**src/rtl/axi4_lite_usr_timeout_guard.sv**
```systemverilog
// ---------------------------------------------------------------------------
// axi4_lite_usr_timeout_guard
//
// Purpose:
//   Pass-through guard between the AXI4-Lite bridge user port (s_axi_usr_*)
//   and the user DUT (m_axi_usr_*). One read and one write may be outstanding
//   at a time, independently. If the DUT does not answer a transaction within
//   TIMEOUT_CYCLES, the guard answers upstream with SLVERR, marks that channel
//   faulted (sticky), records the faulting address and stops forwarding on the
//   faulted channel until clear_fault.
//
// Ports:
//   axi_aclk, axi_areset     clock, asynchronous active-high reset
//   s_axi_usr_aw/w/b/ar/r*   upstream AXI4-Lite slave side
//   m_axi_usr_aw/w/b/ar/r*   downstream AXI4-Lite master side (to the DUT)
//   clear_fault              single-cycle pulse clearing both fault flags
//   wr_fault, rd_fault       sticky per-channel timeout flags
//   fault_addr               address of the most recent timed-out transaction
// ---------------------------------------------------------------------------
module axi4_lite_usr_timeout_guard #(
    parameter int unsigned ADDR_WIDTH     = 64,
    parameter int unsigned DATA_WIDTH     = 64,
    parameter int unsigned TIMEOUT_CYCLES = 65536
) (
    input  logic                      axi_aclk,
    input  logic                      axi_areset,
    input  logic [ADDR_WIDTH-1:0]     s_axi_usr_awaddr,
    input  logic [2:0]                s_axi_usr_awprot,
    input  logic                      s_axi_usr_awvalid,
    output logic                      s_axi_usr_awready,
    input  logic [DATA_WIDTH-1:0]     s_axi_usr_wdata,
    input  logic [DATA_WIDTH/8-1:0]   s_axi_usr_wstrb,
    input  logic                      s_axi_usr_wvalid,
    output logic                      s_axi_usr_wready,
    output logic [1:0]                s_axi_usr_bresp,
    output logic                      s_axi_usr_bvalid,
    input  logic                      s_axi_usr_bready,
    input  logic [ADDR_WIDTH-1:0]     s_axi_usr_araddr,
    input  logic [2:0]                s_axi_usr_arprot,
    input  logic                      s_axi_usr_arvalid,
    output logic                      s_axi_usr_arready,
    output logic [DATA_WIDTH-1:0]     s_axi_usr_rdata,
    output logic [1:0]                s_axi_usr_rresp,
    output logic                      s_axi_usr_rvalid,
    input  logic                      s_axi_usr_rready,
    output logic [ADDR_WIDTH-1:0]     m_axi_usr_awaddr,
    output logic [2:0]                m_axi_usr_awprot,
    output logic                      m_axi_usr_awvalid,
    input  logic                      m_axi_usr_awready,
    output logic [DATA_WIDTH-1:0]     m_axi_usr_wdata,
    output logic [DATA_WIDTH/8-1:0]   m_axi_usr_wstrb,
    output logic                      m_axi_usr_wvalid,
    input  logic                      m_axi_usr_wready,
    input  logic [1:0]                m_axi_usr_bresp,
    input  logic                      m_axi_usr_bvalid,
    output logic                      m_axi_usr_bready,
    output logic [ADDR_WIDTH-1:0]     m_axi_usr_araddr,
    output logic [2:0]                m_axi_usr_arprot,
    output logic                      m_axi_usr_arvalid,
    input  logic                      m_axi_usr_arready,
    input  logic [DATA_WIDTH-1:0]     m_axi_usr_rdata,
    input  logic [1:0]                m_axi_usr_rresp,
    input  logic                      m_axi_usr_rvalid,
    output logic                      m_axi_usr_rready,
    input  logic                      clear_fault,
    output logic                      wr_fault,
    output logic                      rd_fault,
    output logic [ADDR_WIDTH-1:0]     fault_addr
);

    typedef enum logic [1:0] {WR_IDLE, WR_FWD, WR_RESP} wrState_e;
    typedef enum logic [1:0] {RD_IDLE, RD_FWD, RD_RESP} rdState_e;

    localparam bit          C_TO_EN   = (TIMEOUT_CYCLES != 0);
    localparam logic [31:0] C_TO_LAST = TIMEOUT_CYCLES - 32'd1;

    wrState_e r_wrState, w_wrNext;
    rdState_e r_rdState, w_rdNext;

    logic                    r_awHeld, r_wHeld;
    logic [ADDR_WIDTH-1:0]   r_awAddr, r_arAddr, r_faultAddr;
    logic [2:0]              r_awProt, r_arProt;
    logic [DATA_WIDTH-1:0]   r_wData, r_rData;
    logic [DATA_WIDTH/8-1:0] r_wStrb;
    logic                    r_mAwValid, r_mWValid, r_mArValid;
    logic [1:0]              r_bResp, r_rResp;
    logic [31:0]             r_wrTimer, r_rdTimer;
    logic                    r_wrFault, r_rdFault;

    logic w_sAwReady, w_sWReady, w_sBValid, w_mBReady;
    logic w_sArReady, w_sRValid, w_mRReady;
    logic w_awHs, w_wHs, w_wrStart, w_mBHs, w_wrTimeout;
    logic w_arHs, w_mRHs, w_rdTimeout;

    // A write starts once both AW and W are held, counting a handshake
    // completing this very cycle so no idle cycle is wasted.
    assign w_awHs      = s_axi_usr_awvalid && w_sAwReady;
    assign w_wHs       = s_axi_usr_wvalid && w_sWReady;
    assign w_wrStart   = (r_wrState == WR_IDLE) && (r_awHeld || w_awHs) && (r_wHeld || w_wHs);
    assign w_mBHs      = (r_wrState == WR_FWD) && m_axi_usr_bvalid;
    // A response arriving in the expiry cycle takes precedence over the timeout.
    assign w_wrTimeout = C_TO_EN && (r_wrState == WR_FWD) && (r_wrTimer == C_TO_LAST)
                         && !m_axi_usr_bvalid;

    assign w_arHs      = s_axi_usr_arvalid && w_sArReady;
    assign w_mRHs      = (r_rdState == RD_FWD) && m_axi_usr_rvalid;
    assign w_rdTimeout = C_TO_EN && (r_rdState == RD_FWD) && (r_rdTimer == C_TO_LAST)
                         && !m_axi_usr_rvalid;

    // Write FSM state register
    always_ff @(posedge axi_aclk or posedge axi_areset) begin
        if (axi_areset) r_wrState <= WR_IDLE;
        else            r_wrState <= w_wrNext;
    end

    // Write FSM next state; a faulted channel answers locally without forwarding
    always_comb begin
        w_wrNext = r_wrState;
        unique case (r_wrState)
            WR_IDLE: if (w_wrStart) w_wrNext = r_wrFault ? WR_RESP : WR_FWD;
            WR_FWD:  if (w_mBHs || w_wrTimeout) w_wrNext = WR_RESP;
            WR_RESP: if (s_axi_usr_bready) w_wrNext = WR_IDLE;
            default: w_wrNext = WR_IDLE;
        endcase
    end

    // Write FSM outputs; bready stays high while faulted to swallow stray responses
    always_comb begin
        w_sAwReady = 1'b0;
        w_sWReady  = 1'b0;
        w_sBValid  = 1'b0;
        w_mBReady  = r_wrFault;
        unique case (r_wrState)
            WR_IDLE: begin
                w_sAwReady = !r_awHeld;
                w_sWReady  = !r_wHeld;
            end
            WR_FWD:  w_mBReady = 1'b1;
            WR_RESP: w_sBValid = 1'b1;
            default: ;
        endcase
    end

    // Write datapath: holding registers, downstream valids, timer and response
    always_ff @(posedge axi_aclk or posedge axi_areset) begin
        if (axi_areset) begin
            r_awHeld   <= 1'b0;
            r_wHeld    <= 1'b0;
            r_awAddr   <= '0;
            r_awProt   <= '0;
            r_wData    <= '0;
            r_wStrb    <= '0;
            r_mAwValid <= 1'b0;
            r_mWValid  <= 1'b0;
            r_wrTimer  <= '0;
            r_bResp    <= 2'b00;
        end else begin
            if (w_awHs) begin
                r_awHeld <= 1'b1;
                r_awAddr <= s_axi_usr_awaddr;
                r_awProt <= s_axi_usr_awprot;
            end
            if (w_wHs) begin
                r_wHeld <= 1'b1;
                r_wData <= s_axi_usr_wdata;
                r_wStrb <= s_axi_usr_wstrb;
            end
            if (w_wrStart && !r_wrFault) begin
                r_mAwValid <= 1'b1;
                r_mWValid  <= 1'b1;
                r_wrTimer  <= '0;
            end else if (r_wrState == WR_FWD) begin
                r_wrTimer <= r_wrTimer + 32'd1;
                if (m_axi_usr_awready || w_mBHs || w_wrTimeout) r_mAwValid <= 1'b0;
                if (m_axi_usr_wready || w_mBHs || w_wrTimeout)  r_mWValid  <= 1'b0;
            end
            if (w_mBHs)
                r_bResp <= m_axi_usr_bresp;
            else if (w_wrTimeout || (w_wrStart && r_wrFault))
                r_bResp <= 2'b10;
            if ((r_wrState == WR_RESP) && s_axi_usr_bready) begin
                r_awHeld <= 1'b0;
                r_wHeld  <= 1'b0;
            end
        end
    end

    // Read FSM state register
    always_ff @(posedge axi_aclk or posedge axi_areset) begin
        if (axi_areset) r_rdState <= RD_IDLE;
        else            r_rdState <= w_rdNext;
    end

    // Read FSM next state; AR is taken straight from IDLE, no holding stage
    always_comb begin
        w_rdNext = r_rdState;
        unique case (r_rdState)
            RD_IDLE: if (w_arHs) w_rdNext = r_rdFault ? RD_RESP : RD_FWD;
            RD_FWD:  if (w_mRHs || w_rdTimeout) w_rdNext = RD_RESP;
            RD_RESP: if (s_axi_usr_rready) w_rdNext = RD_IDLE;
            default: w_rdNext = RD_IDLE;
        endcase
    end

    // Read FSM outputs
    always_comb begin
        w_sArReady = 1'b0;
        w_sRValid  = 1'b0;
        w_mRReady  = r_rdFault;
        unique case (r_rdState)
            RD_IDLE: w_sArReady = 1'b1;
            RD_FWD:  w_mRReady  = 1'b1;
            RD_RESP: w_sRValid  = 1'b1;
            default: ;
        endcase
    end

    // Read datapath: address capture, downstream valid, timer and response
    always_ff @(posedge axi_aclk or posedge axi_areset) begin
        if (axi_areset) begin
            r_arAddr   <= '0;
            r_arProt   <= '0;
            r_mArValid <= 1'b0;
            r_rdTimer  <= '0;
            r_rData    <= '0;
            r_rResp    <= 2'b00;
        end else begin
            if (w_arHs) begin
                r_arAddr <= s_axi_usr_araddr;
                r_arProt <= s_axi_usr_arprot;
                if (r_rdFault) begin
                    r_rData <= '0;
                    r_rResp <= 2'b10;
                end else begin
                    r_mArValid <= 1'b1;
                    r_rdTimer  <= '0;
                end
            end else if (r_rdState == RD_FWD) begin
                r_rdTimer <= r_rdTimer + 32'd1;
                if (m_axi_usr_arready || w_mRHs || w_rdTimeout) r_mArValid <= 1'b0;
                if (w_mRHs) begin
                    r_rData <= m_axi_usr_rdata;
                    r_rResp <= m_axi_usr_rresp;
                end else if (w_rdTimeout) begin
                    r_rData <= '0;
                    r_rResp <= 2'b10;
                end
            end
        end
    end

    // Sticky faults: a timeout in the same cycle as clear_fault keeps the flag.
    // When both channels expire together the write address is reported.
    always_ff @(posedge axi_aclk or posedge axi_areset) begin
        if (axi_areset) begin
            r_wrFault   <= 1'b0;
            r_rdFault   <= 1'b0;
            r_faultAddr <= '0;
        end else begin
            if (w_wrTimeout)      r_wrFault <= 1'b1;
            else if (clear_fault) r_wrFault <= 1'b0;
            if (w_rdTimeout)      r_rdFault <= 1'b1;
            else if (clear_fault) r_rdFault <= 1'b0;
            if (w_wrTimeout)      r_faultAddr <= r_awAddr;
            else if (w_rdTimeout) r_faultAddr <= r_arAddr;
        end
    end

    assign s_axi_usr_awready = w_sAwReady;
    assign s_axi_usr_wready  = w_sWReady;
    assign s_axi_usr_bvalid  = w_sBValid;
    assign s_axi_usr_bresp   = r_bResp;
    assign s_axi_usr_arready = w_sArReady;
    assign s_axi_usr_rvalid  = w_sRValid;
    assign s_axi_usr_rdata   = r_rData;
    assign s_axi_usr_rresp   = r_rResp;

    assign m_axi_usr_awaddr  = r_awAddr;
    assign m_axi_usr_awprot  = r_awProt;
    assign m_axi_usr_awvalid = r_mAwValid;
    assign m_axi_usr_wdata   = r_wData;
    assign m_axi_usr_wstrb   = r_wStrb;
    assign m_axi_usr_wvalid  = r_mWValid;
    assign m_axi_usr_bready  = w_mBReady;
    assign m_axi_usr_araddr  = r_arAddr;
    assign m_axi_usr_arprot  = r_arProt;
    assign m_axi_usr_arvalid = r_mArValid;
    assign m_axi_usr_rready  = w_mRReady;

    assign wr_fault   = r_wrFault;
    assign rd_fault   = r_rdFault;
    assign fault_addr = r_faultAddr;

endmodule
```
**config.mk**
```make
export PLATFORM = sky130hd
export DESIGN_NAME = axi4_lite_usr_timeout_guard
export DESIGN_NICKNAME = d
export VERILOG_FILES = /design/src/rtl/axi4_lite_usr_timeout_guard.sv
export SDC_FILE = /design/constraint.sdc
export NUM_CORES = 1
export LEC_CHECK = 0
export BUFFER_PORTS_ARGS = -buffer_cell sky130_fd_sc_hd__buf_2
export CORE_AREA = 3 3 246 248
export DETAILED_ROUTE_END_ITERATION = 8
export DIE_AREA = 0 0 249 251
export PLACE_DENSITY = 0.5
export SLEW_MARGIN = 20
export SYNTH_ARGS = -nofsm -noshare
export SYNTH_HDL_FRONTEND = slang
export SYNTH_SLANG_ARGS = --single-unit
export TNS_END_PERCENT = 30
```
**constraint.sdc**
```tcl
create_clock -name axi_aclk -period 18.7 [get_ports axi_aclk]
set_input_delay 3.74 -clock axi_aclk [delete_from_list [all_inputs] [get_ports axi_aclk]]
set_output_delay 3.74 -clock axi_aclk [all_outputs]
set_load 0.05 [all_outputs]
```
==> results.cfg <==
[critical_path]
worst_path_max_delay_cell = nor3_4
cp.buffers_inverters = 2
timing.critical_path.slowest_cell_delay_ps = 820
endpoint_kind = flip-flop
crit_path_cell_trace = buf_2 > nor3b_1 > nand2_1 > nor3_4 > buf_4 > a31oi_1 > a21oi_1
cp_top_family = simple AND/OR/NAND/NOR gates
path_max_fanout = 46
startpoint_class_of_the_critical_path = primary input
worstPathRequired_ps = 19210
timing.setup.critical_path_class = primary input to flip-flop
worst_ep_arrival_time_ps = 6190

[power]
logic_pwr_share_pct = 43.5
netSwitchingPower_mw = 2.152
cellInternalPower_mw = 2.353
netSwitchingFraction_pct = 47.76
power_frac_seq_pct = 32.0
leakage_nw = 11.69
vdd.ir_drop.worst_v = 0.0001484
power.density_mw_per_mm2 = 198.8
clkPwrFrac_pct = 24.4

[logic_synthesis]
yosysSeqAreaShare_pct = 61.69
yosys.cell_count.top_type = dfrtp_1
ys_top_cells_by_area = dfrtp_1 62%, mux2_2 9.4%, nand2_1 6.7%
synth_commonest_cells = 413 x dfrtp_1, 299 x nand2_1, 140 x mux2_2
synth.avg_cell_area_sq_um = 11.16
postSynthNetCount = 1790
yosys.area.top_type_share_pct = 61.69
synth_enable_flop_cells = 0
postSynthCellCount = 1501
synth-seq-cells = 413
netlist_area_sq_mm = 0.01675
asyncSetResetFlopFracSynth_pct = 100.0
yosys_warnings = 0
synth_top_flop_cell = dfrtp_1
yosys.cell_types.count = 38
synth_area_leader = dfrtp_1

[global_route]
top_usage_layer = met2
grt_antenna_before_repair = 36
grt_pass1_wl_um = 93160
grt_remaining_overflow = 0
groute.layer.met1.usage_pct = 23.88
vias_in_the_first_global_route = 14240
grt_use_met3_pct = 5.938
total_track_usage_pct = 19.48
grt_start_max_net_pins = 169
use_met2_pct = 32.28

[finish]
final_nets = 2400
fraction_of_layout_cells_with_a_size_suffix_above_1_pct = 41.80
final_area_sq_mm = 0.02266
area.growth.synth_to_final_pct = 35.25
final_core_util_pct = 38.61
fillers = 5852

[clock_tree]
cts_tree = yes
cts_resized = 0
postCtsHoldBufs = 0
clk_pin_slew_ps = 60
max_root_sink_buffers = 3
cts.sinks = 413
post-cts-setup-buffer-count = 0
numCtsBuffers = 50
clock_latency_ps = 590
cts.root.buffer_cell = clkbuf_16
htree_depth = 2

[routing]
average_wire_length_per_cell_after_detail_routing_um = 21.49
via_count = 14180
first_iteration_detailed_routing_drc_count = 855
drt_first_pass_iters = 5
route.antenna.remaining_nets = 0
route.detailed.vias_per_inst = 4.824
drc = 0
wl_um = 63150

[worst_hold_path]
min_path_type = flip-flop to flip-flop

[die]
num_io_pins = 637
initial_core_util_pct = 28.55
design.die.area_sq_mm = 0.06250
num_rows = 89
dieHeight_um = 251
core-area_sq_mm = 0.05869
chipWidth_um = 249

[sta]
rsz0062_at_grt = no
tightest_slew_ps = 1051
finalCriticalPeriod_ps = 5687
report.final.slew_viol_count = 0
hold_violations = 0
final_min_period_over_clock_period_pct = 30.41
clock-skew-final_ps = 17.26
finalSetupTns_ps = 0
report.final.setup_viol = 0
timing.fmax_ghz = 0.1758
relative_slew_slack_pct = 29.69

[placed_design]
placedInstanceArea_sq_mm = 0.02072
port_buffers = 636
place.gp.congestion = 0.8270
place.detailed.hpwl_um = 45870

[job]
timing.max_cap.violations = 0

[run_status]
outcome = complete, no violations
==> layout make-up <==
type	count	area, sq um	area share [%]
clock inverter	20	357.8	1.579
timing repair buffer	653	3327	14.68
inverter	12	52.55	0.2319
antenna	13	32.53	0.1436
tap	773	967.2	4.269
multi-input combinational	981	6042	26.67
clock buffer	74	1543	6.809
sequential	413	10330	45.62
==> cell families after synthesis <==
kind of cell             count (synthesis)  synth area share (%)
AO/OA/AOI/OAI                          238                 9.471
multiplexers                           140                 9.411
adder cells (fa/ha/maj)                  2                0.1494
XOR/XNOR                                53                 2.771
buffers and inverters                  107                 2.577
AND/OR/NAND/NOR                        548                 13.93
flip-flops                             413                 61.69
==> registers in the layout, summed over array words and instances (netlist names) <==
signal	count
fault_addr	64
m_axi_usr_araddr	64
m_axi_usr_awaddr	64
m_axi_usr_wdata	64
s_axi_usr_rdata	64
r_rdTimer	32
r_wrTimer	32
m_axi_usr_wstrb	8
m_axi_usr_arprot	3
m_axi_usr_awprot	3
r_rdState	2
r_wrState	2
s_axi_usr_bresp	2
s_axi_usr_rresp	2
m_axi_usr_arvalid	1
m_axi_usr_awvalid	1
m_axi_usr_wvalid	1
r_awHeld	1
r_wHeld	1
rd_fault	1
wr_fault	1
==> worst paths after layout <==
| check | startpoint | to | slack [ps] | cells past startpoint |
|---|---|---|---|---|
| worst max-delay path | m_axi_usr_rvalid | fault_addr[6] | 13010 | 7 |
| worst min-delay path | m_axi_usr_wvalid | m_axi_usr_wvalid | 480 | 1 |
| worst max register to register | r_rdTimer[30] | fault_addr[6] | 15150 | 6 |
| worst min register to register | m_axi_usr_wvalid | m_axi_usr_wvalid | 480 | 1 |
| max in group asynchronous | axi_areset | m_axi_usr_araddr[56] | 13410 | 4 |
| min in group asynchronous | axi_areset | m_axi_usr_awaddr[14] | 3330 | 2 |
==> placed cells by master (no fill, tap or decap), drive strengths merged, types with 13 or more instances in the layout <==
| cell | instances |
|---|---|
| a21oi | 73 |
| a22o | 66 |
| a31oi | 64 |
| buf | 653 |
| clkbuf | 74 |
| dfrtp | 413 |
| diode | 13 |
| inv | 17 |
| mux2 | 140 |
| nand2 | 299 |
| nand3 | 30 |
| nand4 | 27 |
| nor2 | 130 |
| xor2 | 43 |
==> metrics by stage <==
step | hold WS [ps] | total power [mW] | instances | setup slack (ps)
floorplan | 453.2 | 2.844 | 1501 | 3467
detailed placement | 463.2 | 3.431 | 2832 | 12340
global route | 503.2 | 4.703 | 2935 | 12790
finish | 475.1 | 4.505 | 2939 | 13010
global placement | 460.5 | 3.419 | 2832 | 12450
CTS | 479.8 | 4.557 | 2926 | 12950
==> power groups by stage <==
stage / clock network [mW] / registers [mW] / logic (mW)
after floorplan: 0 / 2.40 / 0.449
after global placement: 0 / 1.45 / 1.96
after detailed placement: 0 / 1.45 / 1.98
after CTS: 1.13 / 1.45 / 1.98
after global routing: 1.17 / 1.49 / 2.05
final: 1.10 / 1.44 / 1.96
==> metal layers <==
layer,part of all wire [%],wire length [um]
met1,40,25160
met2,49,30890
met3,8.0,5045
met4,3.2,2043
met5,0.021,13
==> worst register-to-register path: stages, from the launching register on <==
cell and delay [ps]:
dfrtp_1 400, or4_1 540, or4_1 570, nor3_4 870
buf_4 630, a31oi_1 270, a21oi_1 180
Power figures use the tool's default switching activity.
